<file path="config.mk">
export PLATFORM = sky130hd
export DESIGN_NAME = hash_nonce_scheduler
export DESIGN_NICKNAME = d
export VERILOG_FILES = /design/src/rtl/hash_sched_pkg.sv /design/src/rtl/hash_target_cmp.sv /design/src/rtl/hash_nonce_scheduler.sv
export SDC_FILE = /design/constraint.sdc
export NUM_CORES = 1
export LEC_CHECK = 0
export CORE_UTILIZATION = 35
export CTS_BUF_LIST = sky130_fd_sc_hd__clkbuf_8 sky130_fd_sc_hd__clkbuf_16
export DETAILED_ROUTE_END_ITERATION = 12
export DONT_BUFFER_PORTS = 1
export GPL_TIMING_DRIVEN = 0
export HOLD_SLACK_MARGIN = 0.03
export PLACE_DENSITY = 0.54
export SLEW_MARGIN = 30
export SYNTH_ARGS = -nofsm -noshare
export SYNTH_HDL_FRONTEND = slang
export SYNTH_SLANG_ARGS = --single-unit
</file>
<file path="constraint.sdc">
create_clock -name clk -period 2.2 [get_ports clk]
set_input_delay 0.44 -clock clk [delete_from_list [all_inputs] [get_ports clk]]
set_output_delay 0.44 -clock clk [all_outputs]
set_load 0.01 [all_outputs]
</file>
<file path="src/rtl/hash_sched_pkg.sv">
// hash_sched_pkg
// Shared definitions for the nonce scheduler and its qualify comparator:
//   - sched_state_t : scheduler FSM state encoding
//   - NONCE_W, BLOCK_BYTES, PAYLOAD_BYTES, NONCE_BYTE0 : block geometry
//   - NONCE_LIMIT   : last nonce of the search space (no wrap past it)
//   - nonce_to_bytes: places a nonce MSB-first into core block bytes 12..15
package hash_sched_pkg;

    localparam int NONCE_W       = 32;
    localparam int BLOCK_BYTES   = 16;
    localparam int PAYLOAD_BYTES = 12;
    localparam int NONCE_BYTE0   = 12;

    localparam logic [NONCE_W-1:0] NONCE_LIMIT = 32'hFFFF_FFFF;

    typedef enum logic [2:0] {
        IDLE  = 3'd0,
        ISSUE = 3'd1,
        WAIT  = 3'd2,
        CHECK = 3'd3,
        DONE  = 3'd4
    } sched_state_t;

    // Byte 12 of the block is the most significant nonce byte, and byte i
    // lives at bits [8i+7:8i], so the nonce appears byte-reversed in the bus.
    function automatic logic [8*(BLOCK_BYTES-NONCE_BYTE0)-1:0] nonce_to_bytes(
        input logic [NONCE_W-1:0] nonce
    );
        return {nonce[7:0], nonce[15:8], nonce[23:16], nonce[31:24]};
    endfunction

endpackage

</file>
<file path="src/rtl/hash_target_cmp.sv">
// hash_target_cmp
// Combinational difficulty check for one core result.
// A hash qualifies when both of its first two bytes are strictly below the
// target; the third byte does not take part. A target of zero never qualifies.
// Ports:
//   core_hash [23:0] in  : {byte0, byte1, byte2} of the core result
//   target    [7:0]  in  : difficulty threshold
//   qualify          out : 1 when the hash meets the target
module hash_target_cmp (
    input  logic [23:0] core_hash,
    input  logic [7:0]  target,
    output logic        qualify
);

    assign qualify = (core_hash[23:16] < target) && (core_hash[15:8] < target);

endmodule

</file>
<file path="src/rtl/hash_nonce_scheduler.sv">
// hash_nonce_scheduler
// Drives a single 16-byte -> 24-bit hash core one nonce at a time, starting
// from nonce_start, and stops on the first hash that meets the target or
// after nonce 32'hFFFF_FFFF has been tried.
//
// Optional build macro: HASH_SCHED_STATS_EN
//   defined   : tries is a live saturating count of issued nonces
//   undefined : no counter is built and tries reads 0
//
// Ports:
//   clk, reset          : rising-edge clock, synchronous active-high reset
//   start, abort        : begin a search (IDLE only) / cancel a search
//   payload[95:0]       : block bytes 0..11, latched on start
//   nonce_start[31:0]   : first nonce, latched on start
//   target[7:0]         : difficulty, latched on start
//   busy, done, found   : status; done is a one-cycle pulse
//   nonce_out, hash_out : winning (or last tried) nonce and its hash
//   tries[31:0]         : nonces issued since the last start
//   core_block, core_en : hash core input bus and evaluate strobe
//   core_hash[23:0]     : hash core result, valid CORE_LAT cycles after core_en
module hash_nonce_scheduler #(
    parameter int CORE_LAT = 1
) (
    input  logic         clk,
    input  logic         reset,
    input  logic         start,
    input  logic         abort,
    input  logic [95:0]  payload,
    input  logic [31:0]  nonce_start,
    input  logic [7:0]   target,
    output logic         busy,
    output logic         done,
    output logic         found,
    output logic [31:0]  nonce_out,
    output logic [23:0]  hash_out,
    output logic [31:0]  tries,
    output logic [127:0] core_block,
    output logic         core_en,
    input  logic [23:0]  core_hash
);

    import hash_sched_pkg::*;

    localparam logic [3:0] WAIT_LOAD = 4'(CORE_LAT);

    sched_state_t               state_r;
    sched_state_t               state_nxt_s;
    logic [8*PAYLOAD_BYTES-1:0] payload_r;
    logic [7:0]                 target_r;
    logic [NONCE_W-1:0]         nonce_r;
    logic [NONCE_W-1:0]         nonce_out_r;
    logic [23:0]                hash_out_r;
    logic [3:0]                 wait_cnt_r;
    logic                       busy_r;
    logic                       done_r;
    logic                       found_r;
    logic                       core_en_r;
    logic                       qualify_s;
    logic                       start_acc_s;
    logic                       abort_acc_s;
    logic                       at_limit_s;

    hash_target_cmp u_cmp (
        .core_hash (core_hash),
        .target    (target_r),
        .qualify   (qualify_s)
    );

    assign start_acc_s = (state_r == IDLE) && start;
    assign abort_acc_s = (state_r != IDLE) && abort;
    assign at_limit_s  = (nonce_r == NONCE_LIMIT);

    // Next-state logic; abort wins over every other transition out of a busy state.
    always_comb begin
        state_nxt_s = state_r;
        case (state_r)
            IDLE: begin
                if (start) begin
                    state_nxt_s = ISSUE;
                end else begin
                    state_nxt_s = IDLE;
                end
            end
            ISSUE: begin
                if (abort) begin
                    state_nxt_s = IDLE;
                end else begin
                    state_nxt_s = WAIT;
                end
            end
            WAIT: begin
                if (abort) begin
                    state_nxt_s = IDLE;
                end else if (wait_cnt_r <= 4'd1) begin
                    state_nxt_s = CHECK;
                end else begin
                    state_nxt_s = WAIT;
                end
            end
            CHECK: begin
                if (abort) begin
                    state_nxt_s = IDLE;
                end else if (qualify_s || at_limit_s) begin
                    state_nxt_s = DONE;
                end else begin
                    state_nxt_s = ISSUE;
                end
            end
            DONE: begin
                state_nxt_s = IDLE;
            end
            default: begin
                state_nxt_s = IDLE;
            end
        endcase
    end

    // State register plus status outputs registered from the next state so
    // they line up with the state they describe.
    always_ff @(posedge clk) begin
        if (reset) begin
            state_r   <= IDLE;
            busy_r    <= 1'b0;
            done_r    <= 1'b0;
            core_en_r <= 1'b0;
        end else begin
            state_r   <= state_nxt_s;
            busy_r    <= (state_nxt_s != IDLE);
            done_r    <= (state_nxt_s == DONE);
            core_en_r <= (state_nxt_s == ISSUE);
        end
    end

    // WAIT dwell counter: loaded during ISSUE so WAIT lasts exactly CORE_LAT cycles.
    always_ff @(posedge clk) begin
        if (reset) begin
            wait_cnt_r <= 4'd0;
        end else if (state_r == ISSUE) begin
            wait_cnt_r <= WAIT_LOAD;
        end else if ((state_r == WAIT) && (wait_cnt_r != 4'd0)) begin
            wait_cnt_r <= wait_cnt_r - 4'd1;
        end else begin
            wait_cnt_r <= wait_cnt_r;
        end
    end

    // Search datapath: operand latch on start, result capture in CHECK.
    // An abort skips the CHECK capture so results keep their previous values.
    always_ff @(posedge clk) begin
        if (reset) begin
            payload_r   <= '0;
            target_r    <= 8'd0;
            nonce_r     <= 32'd0;
            nonce_out_r <= 32'd0;
            hash_out_r  <= 24'd0;
            found_r     <= 1'b0;
        end else if (start_acc_s) begin
            payload_r   <= payload;
            target_r    <= target;
            nonce_r     <= nonce_start;
            nonce_out_r <= 32'd0;
            hash_out_r  <= 24'd0;
            found_r     <= 1'b0;
        end else if (abort_acc_s) begin
            found_r     <= 1'b0;
        end else if (state_r == CHECK) begin
            nonce_out_r <= nonce_r;
            hash_out_r  <= core_hash;
            found_r     <= qualify_s;
            // The last nonce of the space is never incremented past.
            if (!qualify_s && !at_limit_s) begin
                nonce_r <= nonce_r + 32'd1;
            end else begin
                nonce_r <= nonce_r;
            end
        end else begin
            nonce_r     <= nonce_r;
        end
    end

`ifdef HASH_SCHED_STATS_EN
    logic [31:0] tries_r;

    // Issued-nonce counter; counts every ISSUE cycle and sticks at all-ones.
    always_ff @(posedge clk) begin
        if (reset) begin
            tries_r <= 32'd0;
        end else if (start_acc_s) begin
            tries_r <= 32'd0;
        end else if ((state_r == ISSUE) && (tries_r != 32'hFFFF_FFFF)) begin
            tries_r <= tries_r + 32'd1;
        end else begin
            tries_r <= tries_r;
        end
    end

    assign tries = tries_r;
`else
    assign tries = 32'd0;
`endif

    assign busy       = busy_r;
    assign done       = done_r;
    assign found      = found_r;
    assign nonce_out  = nonce_out_r;
    assign hash_out   = hash_out_r;
    assign core_en    = core_en_r;
    assign core_block = {nonce_to_bytes(nonce_r), payload_r};

endmodule

</file>
# Word level (Yosys, flattened, before mapping)
# Index checks and enable logic that the tools add are counted.
[totals]
register_bits = 203
word_cells = 58
inputBits = 164
out_inout_bits = 220
[classes]
reduce_logical = 20
order_cmp = 3
addsub = 2
n_mux = 13
eq_ne = 7
n_bitwise = 1
[op_table]
columns = ["op", "count"]
rows = [
  ["$mux W32", 4],
  ["$add A32 B1 Y32 const B", 1],
  ["$eq A32 B32 Y1 const B", 1],
  ["$lt A8 B8 Y1", 2],
  ["$pmux W3 S4", 1],
  ["$eq A3 B1 Y1 const B", 2],
  ["$eq A3 B2 Y1 const B", 2],
  ["$mux W3", 2],
  ["$reduce_bool A2 Y1", 3],
  ["$reduce_bool A3 Y1", 2],
  ["$logic_and A1 B1 Y1", 5],
  ["$le A4 B1 Y1 const B", 1],
  ["$mux W1", 4],
  ["$mux W2", 2],
  ["$reduce_bool A4 Y1", 1],
  ["$reduce_or A2 Y1", 2],
  ["$sub A4 B1 Y4 const B", 1],
  ["$eq A3 B3 Y1 const B", 1],
  ["$logic_not A3 Y1", 1],
  ["$reduce_and A3 Y1", 1],
  ["$reduce_or A3 Y1", 1],
  ["$logic_not A1 Y1", 2],
  ["$ne A2 B2 Y1 const B", 1],
  ["$reduce_and A2 Y1", 1],
  ["other kinds (2)", 2],
]

# Depth between registers and ports, before layout
[logic_depth]
ltp_word = 8
mapped_depth = 10
mapped_depth_nobuf = 9

# Cells and area by module
# From an unflattened synthesis, not the netlist that was laid out.
[unflattened]
cells_unflattened = 1125
hier_area_um2 = 8698.3
[by_module_without_submodules]
columns = ["mod", "cells_per_inst", "area_per_inst_um2", "instances", "seq_area_each_um2"]
rows = [
  ["hash_nonce_scheduler", 1085, 8366.8, 1, 4063.9],
  ["hash_target_cmp", 40, 331.6, 1, 0.0],
]

# Worst setup path before layout
# No wires, ideal clock.
[synth_timing]
path_type = "input port to flip-flop"
startpoint = "input port core_hash[23]"
endpoint = "register nonce_r[14]"
arrival_ns = 2.233
path_slack_ns = -0.112
path_stages = 7
setup_time_ns = 0.079
n_path_buf = 1
required_time_ns = 2.121
path_cell_list = "ha_1 nand3_1 o31a_1 or4_4 buf_6 xor2_1 a211oi_2"
[synth_between]
elab_chain_cells = 6
[synth_rtl]
columns = ["element", "line", "source"]
rows = [
  ["start: declaration", "hash_nonce_scheduler.sv:39", "input logic [23:0] core_hash"],
  ["$lt A8 B8 Y1", "hash_target_cmp.sv:15", "assign qualify = (core_hash[23:16] < target) && (core_hash[15:8] < target);"],
  ["$logic_and A1 B1 Y1", "hash_target_cmp.sv:15", ""],
  ["$logic_not A1 Y1", "hash_nonce_scheduler.sv:171", "if (!qualify_s && !at_limit_s) begin"],
  ["$logic_and A1 B1 Y1", "hash_nonce_scheduler.sv:171", ""],
  ["$reduce_bool A2 Y1 (no line)", "-", ""],
  ["$reduce_and A3 Y1 (no line)", "-", ""],
  ["end signal: assignment", "hash_nonce_scheduler.sv:172", "nonce_r <= nonce_r + 32'd1;"],
  ["end signal: assignment", "hash_nonce_scheduler.sv:174", "nonce_r <= nonce_r;"],
  ["end signal: assignment", "hash_nonce_scheduler.sv:177", "nonce_r <= nonce_r;"],
  ["end: declaration", "hash_nonce_scheduler.sv:50", "logic [NONCE_W-1:0] nonce_r;"],
]
# No other way between the ends.
# A chain may end at the register's enable or synchronous reset.

# Final worst setup path
[layout_timing]
startpoint = "register target_r[1]"
endpoint = "register nonce_r[9]"
[layout_between]
elab_chain_cells = 6
elab_cells_between_ends = 7
classes_between = "order compare: 2; reduce/logical: 5"
[layout_rtl]
columns = ["element", "line", "source"]
rows = [
  ["start: declaration", "hash_nonce_scheduler.sv:49", "logic [7:0] target_r;"],
  ["start signal: assignment", "hash_nonce_scheduler.sv:159", "target_r <= target;"],
  ["$lt A8 B8 Y1", "hash_target_cmp.sv:15", ""],
  ["$logic_and A1 B1 Y1 *", "hash_target_cmp.sv:15", ""],
  ["$logic_not A1 Y1 *", "hash_nonce_scheduler.sv:171", ""],
  ["$logic_and A1 B1 Y1 *", "hash_nonce_scheduler.sv:171", ""],
  ["$reduce_bool A2 Y1 (no line) *", "-", ""],
  ["$reduce_and A3 Y1 (no line) *", "-", ""],
]
# Mark *: on every way between the ends. The rest lies on a longest branch, timed or not.

==> results.yml <==
die:
  dieWidth_um: 156
  io_pins: 384
  design.core.area_um2: 23400
  initial_core_util_pct: 35.7
  dieHeight_um: 156
  rows: 56
  die_area_um2: 24500
worst_setup_path:
  r2r_start: "target_r[1]"
  worstSetupStartpoint: "target_r[1]"
  critPathArrivalTime_ps: 2730
  cp_cell_sequence: "inv_4 -> ha_4 -> a21o_1 -> a211oi_4 -> o31a_1 -> buf_4 -> or4_4 -> xor2_1 -> a211oi_1"
  reg2reg_slack_ps: -100
  critPathKind: "reg -> reg"
  cp_slowest_cell: "or4_4"
  required_ps: 2630
  cp-endpoint: "nonce_r[9]"
  endpoint_kind: "register"
  worstRegToRegCells: 9
  cp_slowest_stage_delay_ps: 410
  r2r_end: "nonce_r[9]"
  critPathLaunchType: "register"
  crit_fanout: 6
yosys:
  synth-edff-count: 0
  yosysWarnings: 0
  synth_async_sr_flop_share_pct: 0
  yosys.cell_types.count: 47
  yosys_register_bits: 203
  seq_area_frac_synth_pct: 48.7
  avgSynthCellArea_um2: 7.88
  syn_inst: 1060
  synth_ff_type: "dfxtp_1"
  syn_area_um2: 8350
power:
  seqPwrFrac_pct: 47.1
  power_density_nw_per_um2: 843
  finalPower_mw: 8.85
  comb_power_share_pct: 10.3
  ir_worst_vdd_mv: 0.629
  clock_power_share_pct: 42.6
  p_switching_mw: 2.42
  p_int_mw: 6.43
  swShare_pct: 27.4
  p_leak_nw: 3.90
place:
  port_buffers: 0
  placed_cells: 1410
  post-place-ws_ps: -735
  gp_congestion: 0.834
  place_area_um2: 8910
  dpl.hpwl_um: 20300
timing:
  fin_worst_skew_ps: 20.1
  tightest_slew_ps: 717
  setup_viol: 15
  final_max_slew_viol_count: 0
  hold_viol: 0
  finalCritPeriodShare_pct: 105
  fin_tns_setup_ps: -779
  fin_ws_ps: -103
  fin_crit_ps: 2300
  whs_ps: 51.6
  slew_headroom_pct: 52.2
  fmax_mhz: 434
  rsz0062_at_grt: "yes"
global_route:
  grt_max_degree: 13
  grt-ovfl-total: 0
  gr-usage-all-layers_pct: 21.6
  antenna_found_initial: 0
  grt_pass1_wl_um: 40800
  grt_pass1_vias: 7042
cells_and_area:
  num_antenna_cells: 0
  fin_area_um2: 10500
  final_core_util_pct: 44.9
  final_cell_mix: "nand2_1, a21oi_1, dfxtp_1"
  nNetsFinal: 1339
  fin_cells: 1493
  synthToLayoutAreaGrowth_pct: 25.7
  final_common_cell: "nand2_1"
  drive_above_1_share_pct: 18.4
job:
  maxCapViolations: 0
routing:
  drt_pass1_iterations: 6
  drt_iter0_drc: 352
  routed_via_density: 5.02
  finalWirelength_um: 28000
  drtAntennaViolNets: 0
  post-route-drc-count: 0
  drt-wirelength-per-cell_um: 18.7
  via_count: 7494
clocking:
  cts_max_level: 1
  clock_latency_ps: 520
  root_buffer: "clkbuf_16"
  clk_path_buf_depth: 3
  clock_sinks: 203
  clkSlewWorstSetupHoldPaths_ps: 60
  cts_tree: "yes"
  cts_made_buffers: 24
status:
  status: "finished with violations"
  failed_checks: "setup timing"
hold_path:
  hold_path_class: "in -> reg"
## worst max-delay path, delay by kind of cell, from the launching register on
family          cells  cell delay, ps
xor+xnor            1             160
fa+ha+maj           1             250
flops               1             350
simple gates        1             410
buf+inv             2             230
compound gates      4             820
## final cells by class
| type | instances | area [um^2] |
|---|---|---|
| clock buffers | 29 | 681 |
| repair buffers | 42 | 365 |
| multi-input cells | 776 | 4260 |
| well taps | 319 | 399 |
| plain buffers | 99 | 537 |
| clock inverters | 14 | 73.8 |
| flip-flops and latches | 203 | 4130 |
| fillers | 2376 | 12900 |
| inverters | 11 | 48.8 |
## cell usage after synthesis (5+ instances only)
master,number,area (um^2)
a211oi_1,20,150
nor2_1,41,154
nand2_1,339,1270
nand2b_1,5,31.3
a21oi_1,172,861
nor3_1,10,50.1
or3_1,5,31.3
o21ai_0,8,40.0
xor2_1,20,175
clkbuf_1,64,240
dfxtp_1,203,4060
nand4_1,13,81.3
ha_1,18,225
and3_1,13,81.3
buf_4,32,240
nand3_1,24,120
a311oi_1,5,43.8
inv_1,11,41.3
## power groups by stage
stage          clock [mW]  sequential [mW]  combinational, mW
2_1_floorplan           0             4.15              0.576
6_report             3.77             4.17              0.909
4_1_cts              3.88             4.16              0.882
3_3_place_gp            0             4.23              0.751
3_5_place_dp            0             4.23              0.765
5_1_grt              4.01             4.19               1.01
## state kept, by name, summed over array words and instances, names as in the netlist, 3 cells and up
register / flops
hash_out: 24
nonce_out: 32
nonce_r: 32
payload_r: 96
state_r: 3
target_r: 8
wait_cnt_r: 4
## worst min-delay path by stage
stage / from / endpoint / slack [ps] / depth (start not counted)
after floorplan: target_r[1] / target_r[1] / 440 / 2
after global placement: target_r[2] / target_r[2] / 450 / 2
after detailed placement: target_r[2] / target_r[2] / 450 / 2
after CTS: payload[94] / payload_r[94] / 30 / 2
after global routing: payload[29] / payload_r[29] / 40 / 2
final: target[6] / target_r[6] / 50 / 2
## kinds of logic after synthesis
kind of cell               share of synthesized area, %
and+or+nand+nor                                    24.0
buffers and inverters                              6.65
adders and majority gates                          2.70
other                                            0.0449
DFF                                                48.7
xor gates and xnor gates                           2.52
AOI/OAI and AO/OA                                  15.0
muxes                                             0.479
## metal layers
metal	GRT usage, %	vias to the layer above	wire, um	part of all wire, %
met5	0	-	0	0
met1	25.4	3432	11100	40
li1	-	3696	-	-
met4	6.63	0	750	2.7
met2	37.3	318	13500	48
met3	6.70	48	2700	9.7
## timing repair
action / in CTS / in global routing
pin swaps: 35 / 46
setup endpoints to repair: 164 / 114
gates resized for setup: 91 / 61
cloned: 3 / 0
setup buffers: 21 / 11
endpoints found under the hold margin: 11 / 0
hold buffers: 11 / 0
Note: power is estimated with default switching activity, not from simulation.
